===== config.mk =====
export PLATFORM = sky130hd
export DESIGN_NAME = i2s_rx_param
export DESIGN_NICKNAME = d
export VERILOG_FILES = /design/src/rtl/i2s_rx_param.sv
export SDC_FILE = /design/constraint.sdc
export NUM_CORES = 1
export LEC_CHECK = 0
export CORE_AREA = 2 2 93 95
export CTS_CLUSTER_DIAMETER = 200
export CTS_CLUSTER_SIZE = 24
export DETAILED_ROUTE_END_ITERATION = 7
export DIE_AREA = 0 0 95 97
export GPL_TIMING_DRIVEN = 0
export HOLD_SLACK_MARGIN = 0.08
export PLACE_DENSITY = 0.8
export SYNTH_ARGS = -nofsm -noshare
export SYNTH_HDL_FRONTEND = slang
export SYNTH_SLANG_ARGS = --single-unit

===== constraint.sdc =====
create_clock -name clk -period 2.7 [get_ports clk]
set_input_delay 0.27 -clock clk [delete_from_list [all_inputs] [get_ports clk]]
set_output_delay 0.27 -clock clk [all_outputs]
set_load 0.02 [all_outputs]

===== src/rtl/i2s_rx_param.sv =====
// I2S / left-justified serial audio receiver: generates bck/lrck from clk and deserialises din into left/right.
// Both samples are presented together at the frame wrap; valid/ready handshake, with overwrite flagged as sticky overrun.
module i2s_rx_param #(
  parameter int DATA_W  = 24,
  parameter int SLOT_W  = 32,
  parameter int BCK_DIV = 2,
  parameter int MODE    = 0
) (
  input  logic              clk,
  input  logic              reset,
  input  logic              en,
  input  logic              din,
  input  logic              ready,
  output logic              scki,
  output logic              bck,
  output logic              lrck,
  output logic [DATA_W-1:0] left,
  output logic [DATA_W-1:0] right,
  output logic              valid,
  output logic              overrun
);

  localparam int DELAY = (MODE == 0) ? 1 : 0;
  localparam int DIV_W = (BCK_DIV > 1) ? $clog2(BCK_DIV) : 1;
  localparam int CNT_W = $clog2(2 * SLOT_W);

  localparam logic [DIV_W-1:0] DIV_LAST = DIV_W'(BCK_DIV - 1);
  localparam logic [CNT_W-1:0] CNT_LAST = CNT_W'(2 * SLOT_W - 1);
  localparam logic [CNT_W-1:0] SLOT_N   = CNT_W'(SLOT_W);
  localparam logic [CNT_W-1:0] FIRST    = CNT_W'(DELAY);
  localparam logic [CNT_W-1:0] DATA_N   = CNT_W'(DATA_W);

  logic [DIV_W-1:0]  div;
  logic [CNT_W-1:0]  cnt;
  logic [CNT_W-1:0]  cnt_nxt;
  logic [CNT_W-1:0]  sbit;
  logic [CNT_W-1:0]  sbit_off;
  logic [DATA_W-1:0] sh_l;
  logic [DATA_W-1:0] sh_r;
  logic              tick;
  logic              rise;
  logic              fall;
  logic              wrap;
  logic              capture;

  assign scki = clk;

  always_comb begin
    tick     = en && (div == DIV_LAST);
    rise     = tick && !bck;
    fall     = tick && bck;
    wrap     = fall && (cnt == CNT_LAST);
    cnt_nxt  = wrap ? '0 : cnt + 1'b1;
    sbit     = lrck ? cnt - SLOT_N : cnt;
    // Bits before the data window wrap to a large value and fall outside it.
    sbit_off = sbit - FIRST;
    capture  = rise && (sbit_off < DATA_N);
  end

  always_ff @(posedge clk or negedge reset) begin
    if (!reset) begin
      div     <= '0;
      cnt     <= '0;
      bck     <= 1'b0;
      lrck    <= 1'b0;
      sh_l    <= '0;
      sh_r    <= '0;
      left    <= '0;
      right   <= '0;
      valid   <= 1'b0;
      overrun <= 1'b0;
    end else begin
      if (!en) begin
        div  <= '0;
        cnt  <= '0;
        bck  <= 1'b0;
        lrck <= 1'b0;
        sh_l <= '0;
        sh_r <= '0;
      end else begin
        div <= tick ? '0 : div + 1'b1;
        if (tick) bck <= ~bck;
        if (fall) begin
          cnt  <= cnt_nxt;
          lrck <= (cnt_nxt >= SLOT_N);
        end
        if (capture) begin
          if (lrck) sh_r <= {sh_r[DATA_W-2:0], din};
          else      sh_l <= {sh_l[DATA_W-2:0], din};
        end
      end

      // The handshake keeps running while en is low; only wrap needs en.
      if (wrap) begin
        left  <= sh_l;
        right <= sh_r;
        valid <= 1'b1;
        if (valid && !ready) overrun <= 1'b1;
      end else if (valid && ready) begin
        valid <= 1'b0;
      end
    end
  end

endmodule


== Word level (Yosys, flattened, before mapping) ==
Index checks and enable logic that the tools add are counted.

* Flip-flop bits (word level): 107
* Input port bits: 5
* Output and inout port bits: 53
* Logic and storage cells: 54

* $add $sub $neg: 4
* Order comparisons: 2
* Equal/unequal tests: 6
* Muxes and demuxes: 18
* Bitwise logic cells: 1
* Reductions and logical operators: 13

{| class="wikitable"
|+ Operators with widths
! cell !! number
|-
| 2-to-1 mux 24 bit || 6
|-
| 2-to-1 mux 6 bit || 4
|-
| 2-to-1 mux 1 bit || 8
|-
| != test 2 x 1 -> 1 bit (second input constant) || 4
|-
| logical AND 1 bit || 7
|-
| adder 6 x 1 -> 6 bit (second input constant) || 1
|-
| == test 6 bit (second input constant) || 1
|-
| >= comparator 6 bit (second input constant) || 1
|-
| < comparator 6 x 5 -> 1 bit (second input constant) || 1
|-
| AND reduction 2 bit || 3
|-
| subtractor 6 x 1 -> 6 bit (second input constant) || 1
|-
| subtractor 6 bit (second input constant) || 1
|-
| zero test 1 bit || 2
|-
| != test 2 bit (second input constant) || 1
|-
| nonzero test 2 bit || 1
|-
| adder 1 bit (second input constant) || 1
|-
| NOT 1 bit || 1
|}

== Logic depth before layout (Yosys ltp) ==
Gate-level depths: netlist of the first run.

* Depth after elaboration: 7
* Depth in mapped cells: 8
* Gate-level depth less buffers: 6

==> results.toml, run 1 <==
[final_layout]
n_fill_cell = 601
nNetsFinal = 421
drive_above_1_share_pct = 18.9
area_growth_pct = 21.9
stdcell_area_sq_um = 5370
diodes = 0

[sta]
rsz0062_at_grt = "false"
worst_pin_slew_ns = 0.845
clock_skew_ns = 0.0191
max_slew_margin_pct = 43.2
fin_crit_sh_pct = 92.3
hold_violations = 0
finalCriticalPeriod_ns = 2.49
setup_violations = 0
drv_slew = 0
fmax_mhz = 402

[logic_synthesis]
syn_area_sq_um = 4400
yosys-top-cells-area = "dfrtp_1, mux2_2, mux2i_1"
ys_types = 33
yosys.area.top_type = "dfrtp_1"
yosysWarnings = 0
synthCells = 341
seq_area_frac_synth_pct = 60.8
avgSynthCellArea_sq_um = 12.9
yosysTopAreaCellShare_pct = 60.8
synth_fp_nets = 348
ys_ff_latch = 107

[die]
die_h_microns = 97
io_pins = 58
chipWidth_microns = 95
start_util_pct = 54.1
rows = 33
core_area_sq_um = 8130
dieArea_sq_um = 9220

[routing]
drt-initial-drc-count = 90
routedWlPerCell_microns = 14.7
antenna_left = 0
routed_wl_microns = 7710
viasPerCell = 5.22
drt-pass1-iter-count = 4
vias = 2733
drc = 0

[place]
gp_congestion = 0.805
port_buffers = 57
place_hpwl_microns = 5270
postPlaceCellArea_sq_um = 5130

[worst_hold_path]
min_path_type = "input pin to async pin"

[outcome]
status = "complete, no violations"

[clock_tree]
clkTransAtPathRegs_ns = 0.11
clk_latency_ns = 0.48
cts_resized = 0
cts_tree = "built"

[run]
maxCapViolCount = 0

[power]
powerDensity_nw_per_um2 = 522
ir_drop_mv = 0.440
total_power_mw = 2.80
cellLeakagePower_nw = 2.77

[global_routing]
grt-ovfl-total = 0
first_global_vias = 2777
grt_max_degree = 61
grt_pass1_wl_microns = 13300
grt_use_total_pct = 18.6
antenna_found_initial = 0

[worst_setup_path]
worstPathArrival_ns = 2.22
critPathKind = "clock port to output port"
path_max_fanout = 2
endpoint_kind = "output port"
crit_required_ns = 2.43
critPathLaunchType = "clock port"
[cells in the final DEF, fill, tap and decap left out, types with 4 or more instances in the layout]
master	instances
clkbuf_8	13
clkdlybuf4s50_1	56
o21ai_0	5
mux2i_1	48
clkbuf_1	11
xnor2_1	4
dfrtp_1	107
nand3_1	6
mux2_2	48
buf_4	4
nand2_1	53
inv_1	26
[path summary, 6_finish.rpt]
kind,startpoint,to,slack (ns),cells past startpoint
min,reset,left[10],0.35,2
max,clk,scki,0.21,4
min in group clk,ready,valid,0.40,3
max in group asynchronous,reset,right[21],1.65,3
max reg2reg,cnt[0],left[6],0.21,5
min reg2reg,overrun,overrun,0.48,1
[registers in the layout (all words and copies together) (netlist names)]
register and cells:
lrck 1, right 24, left 24, cnt 6
sh_r 24, overrun 1, div 1, bck 1
sh_l 24, valid 1
[synthesized netlist by cell type]
cell type,n
nor2b_1,1
and2_1,3
clkbuf_1,11
o22ai_1,1
nand4_1,1
buf_4,3
a211o_1,1
buf_12,2
or3_1,1
o21ai_0,5
nand3_1,6
mux2i_1,48
o311ai_0,1
and3_1,1
nor4_1,1
nor3_1,2
and3b_1,1
and3_2,1
o211ai_1,1
nand4b_1,1
dfrtp_1,107
a31o_2,1
mux2_2,48
buf_2,1
xnor2_1,4
xor2_1,1
ha_1,2
nand2_1,53
inv_1,26
or4_4,1
a21o_1,3
nor2_1,1
buf_6,1
[power breakdown]
part	switching, mW	internal [mW]	leakage [nW]
Sequential	0.00616	1.60	1.49
Clock	0.601	0.508	0.129
Combinational	0.0566	0.0236	1.15
[layout make-up]
cell class	count	area, sq um	share of cell area, %
well taps	105	131	2.45
inverters	26	97.6	1.82
repair buffers	58	596	11.1
clock inverters	6	47.5	0.886
multi-input cells	190	1510	28.1
clock buffers	14	189	3.52
flip-flops and latches	107	2680	49.9
plain buffers	18	120	2.24
[metrics by stage]
step                      instances  setup TNS, ns  util (%)  hold WS [ns]  setup slack (ns)
after floorplan                 341              0         -       -0.0256             0.602
after global placement          503        -276.59      62.7         0.449             -2.58
after detailed placement        504          -2.73      63.1         0.333           -0.0941
after CTS                       524              0      66.0         0.375             0.194
after global routing            524              0      66.0         0.401            0.0276
final                           524              0      66.0         0.347             0.209
[what timing repair did]
item | 4_1_cts | 5_1_grt
hold buffers | 1 | 0
buffers inserted | 0 | 0
endpoints found under the hold margin | 47 | 0
endpoints found under the setup margin | 0 | 0
[logic make-up after synthesis]
group	Yosys count	share of synthesized area (%)
xor gates and xnor gates	5	0.995
AOI/OAI and AO/OA	13	1.99
adders and majority gates	2	0.568
and+or+nand+nor	74	7.48
DFF	107	60.8
muxes	96	23.2
buffers and inverters	44	4.95
[critical path, cell delays in order]
cell and delay (ns):
clkbuf_8 0.11, clkbuf_8 0.12, buf_4 0.11, clkdlybuf4s50_1 0.53
[layer usage]
layer	vias to the layer above	wire (microns)	track usage (%)	share of wire, %
met5	-	0	0	0
met4	0	176	9.03	2.3
met3	15	373	4.98	4.8
met2	71	3630	28.0	47
met1	1355	3530	24.9	46
li1	1292	-	-	-
(Power assumes the default switching activity.)
==> run 2, diff against run 1 <==
Settings changed: CORE_AREA 2 2 93 95 to 2 2 125 127, DIE_AREA 0 0 95 97 to 0 0 127 129, PLACE_DENSITY 0.8 to 0.5.
==> results.toml, run 2 (same netlist as run 1, synthesis figures left out) <==
[worst_setup_path]
r2r_end = "left[15]"
critPathLaunchType = "clock port"
crit_required_ns = 2.43
rrSetupSlack_ns = 0.30
crit_chain = "clkbuf_16 > clkbuf_16 > buf_4 > clkdlybuf4s50_1"
crit_start = "clk"
cp-endpoint = "scki"
endpoint_kind = "output port"
critPathKind = "clock port to output port"
worstPathArrival_ns = 2.23
crit_top_cell = "clkbuf_16"
cpPeakStageDelay_ns = 0.52
regToRegStartpoint = "cnt[0]"
path_max_fanout = 2
cp_slowest_cell = "clkdlybuf4s50_1"
reg2reg_depth = 5

[global_routing]
antenna_found_initial = 0
grt_use_total_pct = 11.7
first_global_vias = 2909
grt_max_degree = 62
grt_pass1_wl_microns = 14700
grt-ovfl-total = 0

[power]
total_power_mw = 3.37
ir_drop_mv = 0.592
cellLeakagePower_nw = 2.84
powerDensity_nw_per_um2 = 598

[sta]
clock_skew_ns = 0.00801
fin_setup_tns_ns = 0
rsz0062_at_grt = "false"
drv_slew = 0
hold_violations = 0
worst_pin_slew_ns = 0.692
max_slew_margin_pct = 53.5
setup_violations = 0

[final_layout]
n_fill_cell = 1502
nNetsFinal = 421
drive_above_1_share_pct = 18.4
diodes = 0
multiInputGateArea_sq_um = 1510
layout_common_cells = "dfrtp_1, clkdlybuf4s50_1, nand2_1"
area_growth_pct = 27.9
final_common_cell = "dfrtp_1"
register_area_sq_um = 2680

[clock_tree]
clkTransAtPathRegs_ns = 0.07
cts_tree = "built"
cts_resized = 0
clk_latency_ns = 0.46

[run]
maxCapViolCount = 0

[die]
die_h_microns = 129
rows = 45
chipWidth_microns = 127
start_util_pct = 29.4
io_pins = 58
dieArea_sq_um = 16400
core_area_sq_um = 15000

[routing]
drt-initial-drc-count = 102
vias = 2701
drt-pass1-iter-count = 4
viasPerCell = 4.45
routed_wl_microns = 8550
antenna_left = 0
routedWlPerCell_microns = 14.1
drc = 0

[worst_hold_path]
min_path_type = "input pin to async pin"

[place]
port_buffers = 57
place_hpwl_microns = 5730
gp_congestion = 0.737

[outcome]
status = "complete, no violations"
==> run 2: per-layer routing <==
layer | wire length (microns) | share of wire (%) | track usage (%)
met1 | 3930 | 46 | 14.4
met3 | 508 | 5.9 | 5.28
met5 | 0 | 0 | 0
met2 | 3980 | 47 | 17.8
met4 | 136 | 1.6 | 5.04
==> run 2: final cells by class <==
type / count / share of cell area [%]
repair buffers: 58 / 10.6
inverters: 26 / 1.73
clock buffers: 15 / 5.65
plain buffers: 18 / 2.13
multi-input cells: 190 / 26.8
flip-flops and latches: 107 / 47.6
well taps: 188 / 4.18
clock inverters: 5 / 1.38
==> run 2: worst max-delay path, delay by kind of cell <==
family | cells | cell delay, ns
buffers and inverters | 4 | 0.89
==> run 2: worst min-delay path by stage <==
stage | start | end | slack [ns] | cells after the start
3_3_place_gp | overrun | overrun | 0.46 | 1
5_1_grt | reset | right[15] | 0.41 | 2
3_5_place_dp | reset | right[15] | 0.33 | 1
4_1_cts | reset | right[15] | 0.37 | 2
2_1_floorplan | reset | bck | -0.03 | 0
6_report | reset | right[15] | 0.35 | 2
==> run 2: per-stage QoR <==
stage               cells  utilization [%]  worst slack [ns]  hold WS (ns)  instance area [sq um]
global route          607             37.6            0.0540         0.414                   5630
global placement      586             34.8             -2.80         0.465                   5210
detailed placement    587             34.9            -0.125         0.331                   5230
CTS                   607             37.6             0.186         0.373                   5630
finish                607             37.6             0.196         0.351                   5630
floorplan             341                -             0.602       -0.0256                   4400
==> run 2: power breakdown <==
| part | internal, mW | total (mW) | switching [mW] |
|---|---|---|---|
| clock network | 1.04 | 1.67 | 0.631 |
| logic | 0.0237 | 0.0821 | 0.0584 |
| registers | 1.61 | 1.61 | 0.00600 |
==> run 2: timing repair <==
item,4_1_cts,5_1_grt
hold endpoints to repair,46,0
setup buffers,0,0
hold buffers,1,0
==> run 3, diff against run 2 <==
Settings changed: SKIP_LAST_GASP from default to 1.
==> results of run 3 <==
Final layout, timing and power as in run 2 (identical DEF).
